### config.mk
export PLATFORM = sky130hd
export DESIGN_NAME = parallel_to_serial_loader_flat
export DESIGN_NICKNAME = d
export VERILOG_FILES = /design/src/rtl/parallel_to_serial_loader_pkg.sv /design/src/rtl/parallel_to_serial_loader_if.sv /design/src/rtl/parallel_to_serial_loader_bit_counter.sv /design/src/rtl/parallel_to_serial_loader.sv /design/src/flat_wrapper.sv
export SDC_FILE = /design/constraint.sdc
export NUM_CORES = 1
export LEC_CHECK = 0
export CAP_MARGIN = 5
export CELL_PAD_IN_SITES_DETAIL_PLACEMENT = 0
export CELL_PAD_IN_SITES_GLOBAL_PLACEMENT = 1
export CORE_MARGIN = 3
export CORE_UTILIZATION = 37
export CTS_CLUSTER_DIAMETER = 80
export DETAILED_ROUTE_END_ITERATION = 8
export PLACE_DENSITY_LB_ADDON = 0.1
export SYNTH_ARGS = -nofsm -noshare
export SYNTH_HDL_FRONTEND = slang
export SYNTH_HIERARCHICAL = 1
export SYNTH_SLANG_ARGS = --single-unit
### constraint.sdc
create_clock -name clk -period 3.2 [get_ports clk]
set_input_delay 0.64 -clock clk [delete_from_list [all_inputs] [get_ports clk]]
set_output_delay 0.64 -clock clk [all_outputs]
set_load 0.01 [all_outputs]
### src/rtl/parallel_to_serial_loader_pkg.sv
// Shared definitions for the parallel-to-serial loader: state encoding and
// the bit-counter width helper.
package parallel_to_serial_loader_pkg;

    localparam logic ST_IDLE  = 1'b0;
    localparam logic ST_SHIFT = 1'b1;

    typedef enum logic {
        IDLE  = ST_IDLE,
        SHIFT = ST_SHIFT
    } state_t;

    // Counter must reach SIZE-1; guard against a zero-width result.
    function automatic int cnt_width(input int size);
        return (size <= 2) ? 1 : $clog2(size);
    endfunction

endpackage

### src/rtl/parallel_to_serial_loader_if.sv
// Handshake and serial-output bundle between the word source, the loader
// and the downstream shift register.
interface parallel_to_serial_loader_if #(
    parameter int SIZE = 8
);
    logic [SIZE-1:0] data_in;
    logic            data_valid;
    logic            data_ready;
    logic            shift_ready;
    logic            out;
    logic            out_enable;
    logic            busy;
    logic            done;

    modport master (
        output data_in, data_valid, shift_ready,
        input  data_ready, out, out_enable, busy, done
    );

    modport slave (
        input  data_in, data_valid, shift_ready,
        output data_ready, out, out_enable, busy, done
    );
endinterface

### src/rtl/parallel_to_serial_loader_bit_counter.sv
// Counts consumed bits of the word in flight and flags the final bit.
module serializer_bit_counter
    import parallel_to_serial_loader_pkg::*;
#(
    parameter int SIZE  = 8,
    parameter int CNT_W = cnt_width(SIZE)
) (
    input  logic clk,
    input  logic reset,
    input  logic clear,
    input  logic incr,
    output logic is_last
);

    logic [CNT_W-1:0] count;

    // Clear wins over increment so a back-to-back accept restarts at zero.
    always_ff @(posedge clk) begin
        if (!reset) begin
            count <= '0;
        end else if (clear) begin
            count <= '0;
        end else if (incr) begin
            count <= count + 1'b1;
        end
    end

    assign is_last = (count == CNT_W'(SIZE - 1));

endmodule

### src/rtl/parallel_to_serial_loader.sv
// Loads a parallel word over valid/ready and streams it MSB-first, one bit
// per downstream-consumed cycle.
module parallel_to_serial_loader
    import parallel_to_serial_loader_pkg::*;
#(
    parameter int SIZE = 8
) (
    input  logic                         clk,
    input  logic                         reset,
    parallel_to_serial_loader_if.slave   bus
);

    state_t          state;
    state_t          state_nxt;
    logic [SIZE-1:0] shreg;
    logic            done_q;
    logic            ready;
    logic            accept;
    logic            consume;
    logic            is_last;

    // The last bit may hand over to a new word in the same edge, so ready
    // opens there only when the bit is actually being consumed.
    always_comb begin
        state_nxt = state;
        ready     = 1'b0;
        case (state)
            IDLE:  ready = 1'b1;
            SHIFT: ready = is_last && bus.shift_ready;
        endcase
        if (!reset) begin
            ready = 1'b0;
        end
        accept  = bus.data_valid && ready;
        consume = (state == SHIFT) && bus.shift_ready;
        case (state)
            IDLE: begin
                if (accept) begin
                    state_nxt = SHIFT;
                end
            end
            SHIFT: begin
                if (consume && is_last && !accept) begin
                    state_nxt = IDLE;
                end
            end
        endcase
    end

    always_ff @(posedge clk) begin
        if (!reset) begin
            state  <= IDLE;
            shreg  <= '0;
            done_q <= 1'b0;
        end else begin
            state  <= state_nxt;
            done_q <= consume && is_last;
            if (accept) begin
                shreg <= bus.data_in;
            end else if (consume) begin
                shreg <= {shreg[SIZE-2:0], 1'b0};
            end
        end
    end

    serializer_bit_counter #(
        .SIZE (SIZE)
    ) u_bit_counter (
        .clk     (clk),
        .reset   (reset),
        .clear   (accept || (consume && is_last)),
        .incr    (consume),
        .is_last (is_last)
    );

    assign bus.data_ready = ready;
    assign bus.out_enable = (state == SHIFT);
    assign bus.busy       = (state == SHIFT);
    assign bus.out        = (state == SHIFT) ? shreg[SIZE-1] : 1'b0;
    assign bus.done       = done_q;

endmodule

### src/flat_wrapper.sv
// flat-port wrapper written by rule: the top's interface ports become plain ports
module parallel_to_serial_loader_flat import parallel_to_serial_loader_pkg::*;
#(
    parameter int SIZE = 8
)
  (clk, reset, bus_data_in, bus_data_valid, bus_shift_ready, bus_data_ready, bus_out, bus_out_enable, bus_busy, bus_done);
  parallel_to_serial_loader_if #(.SIZE(SIZE)) bus_i ();
  input  logic clk;
  input  logic reset;
  input wire logic [$bits(bus_i.data_in)-1:0] bus_data_in;
  input wire logic [$bits(bus_i.data_valid)-1:0] bus_data_valid;
  input wire logic [$bits(bus_i.shift_ready)-1:0] bus_shift_ready;
  output wire logic [$bits(bus_i.data_ready)-1:0] bus_data_ready;
  output wire logic [$bits(bus_i.out)-1:0] bus_out;
  output wire logic [$bits(bus_i.out_enable)-1:0] bus_out_enable;
  output wire logic [$bits(bus_i.busy)-1:0] bus_busy;
  output wire logic [$bits(bus_i.done)-1:0] bus_done;
  assign bus_i.data_in = bus_data_in;
  assign bus_i.data_valid = bus_data_valid;
  assign bus_i.shift_ready = bus_shift_ready;
  assign bus_data_ready = bus_i.data_ready;
  assign bus_out = bus_i.out;
  assign bus_out_enable = bus_i.out_enable;
  assign bus_busy = bus_i.busy;
  assign bus_done = bus_i.done;
  parallel_to_serial_loader #(.SIZE(SIZE)) u_core (.clk(clk), .reset(reset), .bus(bus_i));
endmodule
==> impl_metrics.env <==
export IMPL_finalPower_w=0.000339
export IMPL_synth_top_area_cell="dfxtp_1"
export IMPL_grt_pass1_vias=449
export IMPL_synth_area_leaders="dfxtp_1 42%, mux2i_1 14%, o31ai_1 8.4%, a21oi_1 4.0%, ha_1 4.0%"
export IMPL_path_buf_inv=2
export IMPL_min_period_over_period=0.887
export IMPL_arrival_ps=2200
export IMPL_synth_seq_cells=13
export IMPL_yosys_warnings=6
export IMPL_worst_pin_slew_ps=414
export IMPL_port_buffers=16
export IMPL_track_usage=0.126
export IMPL_p_per_area_nw_per_um2=414
export IMPL_wl_um=1220
export IMPL_slew_headroom=0.724
export IMPL_fmax_mhz=352
export IMPL_cts_setup_buffers=0
export IMPL_drt_initial_drc_count=5
export IMPL_antenna_found_initial=0
export IMPL_rows=14
export IMPL_rsz0062_at_grt="no"
export IMPL_ys_seq_area_frac=0.415
export IMPL_period_needed_ps=2840
export IMPL_cts_sinks=13
export IMPL_leakage_nw=0.356
export IMPL_areaGrowthSynthToFinish_pct=30.5
export IMPL_setup_violations_final=0
export IMPL_grt_pass1_wl_um=1950
export IMPL_cts_resized=0
export IMPL_fin_nets=94
export IMPL_vias=505
export IMPL_grt_max_degree=14
export IMPL_boundaryPins=17
export IMPL_globalplace_congestion=0.655
export IMPL_critical_path_top_delay_family="buffers and inverters"
export IMPL_finalClockSkew_ps=4.04
export IMPL_first_pass_iters=4
export IMPL_start_kind="input port"
export IMPL_dp_cells=91
export IMPL_antenna_cells=0
export IMPL_min_path_type="flop to flop"
export IMPL_postRouteAntennaNets=0
export IMPL_path_clk_slew_ps=80
export IMPL_final_common_cell="clkdlybuf4s50_1"
export IMPL_cts_root_buffer="clkbuf_4"
export IMPL_dieArea_um2=2220
export IMPL_syn_area_um2=627
export IMPL_synthesis_nets=75
export IMPL_syn_avg_cell_area_um2=10.3
export IMPL_die_h_um=47.2
export IMPL_critical_path_slowest_cell="clkdlybuf4s50_1"
export IMPL_critPathMaxFanout=10
export IMPL_synth_top_family_by_area="compound AO/OA/AOI/OAI gates"
export IMPL_hpwl_um=898
export IMPL_synth_fa_ha_area_frac=0.0399
export IMPL_finalNonFillerCells=95
export IMPL_worst_endpoint_required_ps=2560
export IMPL_post_route_util=0.525
export IMPL_die_w_um=47.2
export IMPL_path_class="input port to output pin"
export IMPL_cpMostUsedCell="clkdlybuf4s50_1"
export IMPL_finalSetupTns_ps=0
export IMPL_path_cells="clkdlybuf4s50_1 -> a21boi_4 -> and2b_2 -> clkdlybuf4s50_1"
export IMPL_cp_slowest_stage_delay_ps=510
export IMPL_clockBufferDepth=2
export IMPL_drv_cap=0
export IMPL_synthSimpleGateAreaFrac=0.110
export IMPL_finalMaxSlewViolations=0
export IMPL_core_um2=1560
export IMPL_synthMuxAreaShare=0.144
export IMPL_wl_per_cell_um=12.8
export IMPL_synth_cells=61
export IMPL_clk_latency_ps=270
export IMPL_synth_top_area_share=0.415
export IMPL_synth_compound_area_share=0.230
export IMPL_cts_buffers=3
export IMPL_cts_tree="yes"
export IMPL_ir_drop_v=0.000195
export IMPL_start_util=0.402
export IMPL_layout_common_cells="16 x clkdlybuf4s50_1, 13 x dfxtp_1, 9 x mux2i_1"
export IMPL_ys_types=24
export IMPL_synth_xor_xnor_area_share=0.0140
export IMPL_vias_per_cell=5.32
export IMPL_worstSetupEndpointType="output pin"
export IMPL_hold_buffers=0
export IMPL_htree_levels=1
export IMPL_status="finished clean"
export IMPL_hold_viol=0
export IMPL_drive_gt1_frac=0.152
export IMPL_drc=0
export IMPL_grt_ovfl_total=0
[flip-flops by register name, indices dropped and copies added (netlist names)]
register and count:
u_core/bus.busy 1, u_core/u_bit_counter/count 3, u_core/shreg 8, u_core/bus.done 1
[worst min-delay path, stage by stage (launching register included)]
cell and delay, ps:
dfxtp_1 310, o2111ai_1 90, o21ai_2 50
[routing by layer]
metal / track usage / vias up / wire length [um]
li1: - / 263 / -
met1: 0.150 / 229 / 538
met2: 0.203 / 13 / 623
met3: 0.0460 / 0 / 54
met4: 0.0497 / 0 / 0
met5: 0 / - / 0
[kinds of logic after synthesis]
family,after synthesis
DFF,13
buffers and inverters,5
adders and majority gates,2
and+or+nand+nor,12
AOI/OAI and AO/OA,19
muxes,9
xor gates and xnor gates,1
[cell type report]
class                           count  area [um^2]
Multi-Input combinational cell     43          337
Inverter                            2         7.51
Clock buffer                        4         26.3
Timing Repair Buffer               17          168
Fill cell                         148          741
Sequential cell                    13          260
Tap cell                           16         20.0
[cells in the mapped netlist (all sizes together)]
cell	instances
ha	2
o21a	1
and2b	1
dfxtp	13
and2	1
o2111ai	1
and4	1
buf	2
inv	2
nand2b	2
nand3	1
nor2	3
xnor2	1
clkbuf	1
nand2	3
o21ai	2
mux2i	9
a21boi	1
a21oi	7
o31ai	7
[power by group]
group | switching [W] | internal [W]
Clock | 0.0000511 | 0.0000482
Sequential | 0.00000646 | 0.000172
Combinational | 0.0000270 | 0.0000342
Total | 0.0000846 | 0.000254
[through the flow]
| stage | setup slack [ps] | hold slack [ps] | instance area (um^2) |
|---|---|---|---|
| after floorplan | 1340 | 462 | 627 |
| after global placement | 384 | 479 | 792 |
| after detailed placement | 347 | 490 | 792 |
| after CTS | 343 | 499 | 818 |
| after global routing | 303 | 525 | 818 |
| final | 360 | 490 | 818 |
[worst paths after layout]
kind | end | slack, ps | start | depth (start not counted)
setup / recovery | bus_data_ready | 360 | bus_shift_ready | 4
hold / removal | u_core/shreg[0]$_SDFFE_PN0P_ | 490 | u_core/shreg[0]$_SDFFE_PN0P_ | 2
setup reg to reg | u_core/shreg[3]$_SDFFE_PN0P_ | 1460 | u_core/u_bit_counter/count[0]$_SDFFE_PP0P_ | 5
hold reg to reg | u_core/shreg[0]$_SDFFE_PN0P_ | 490 | u_core/shreg[0]$_SDFFE_PN0P_ | 2
Note: power is estimated with default switching activity, not from simulation.
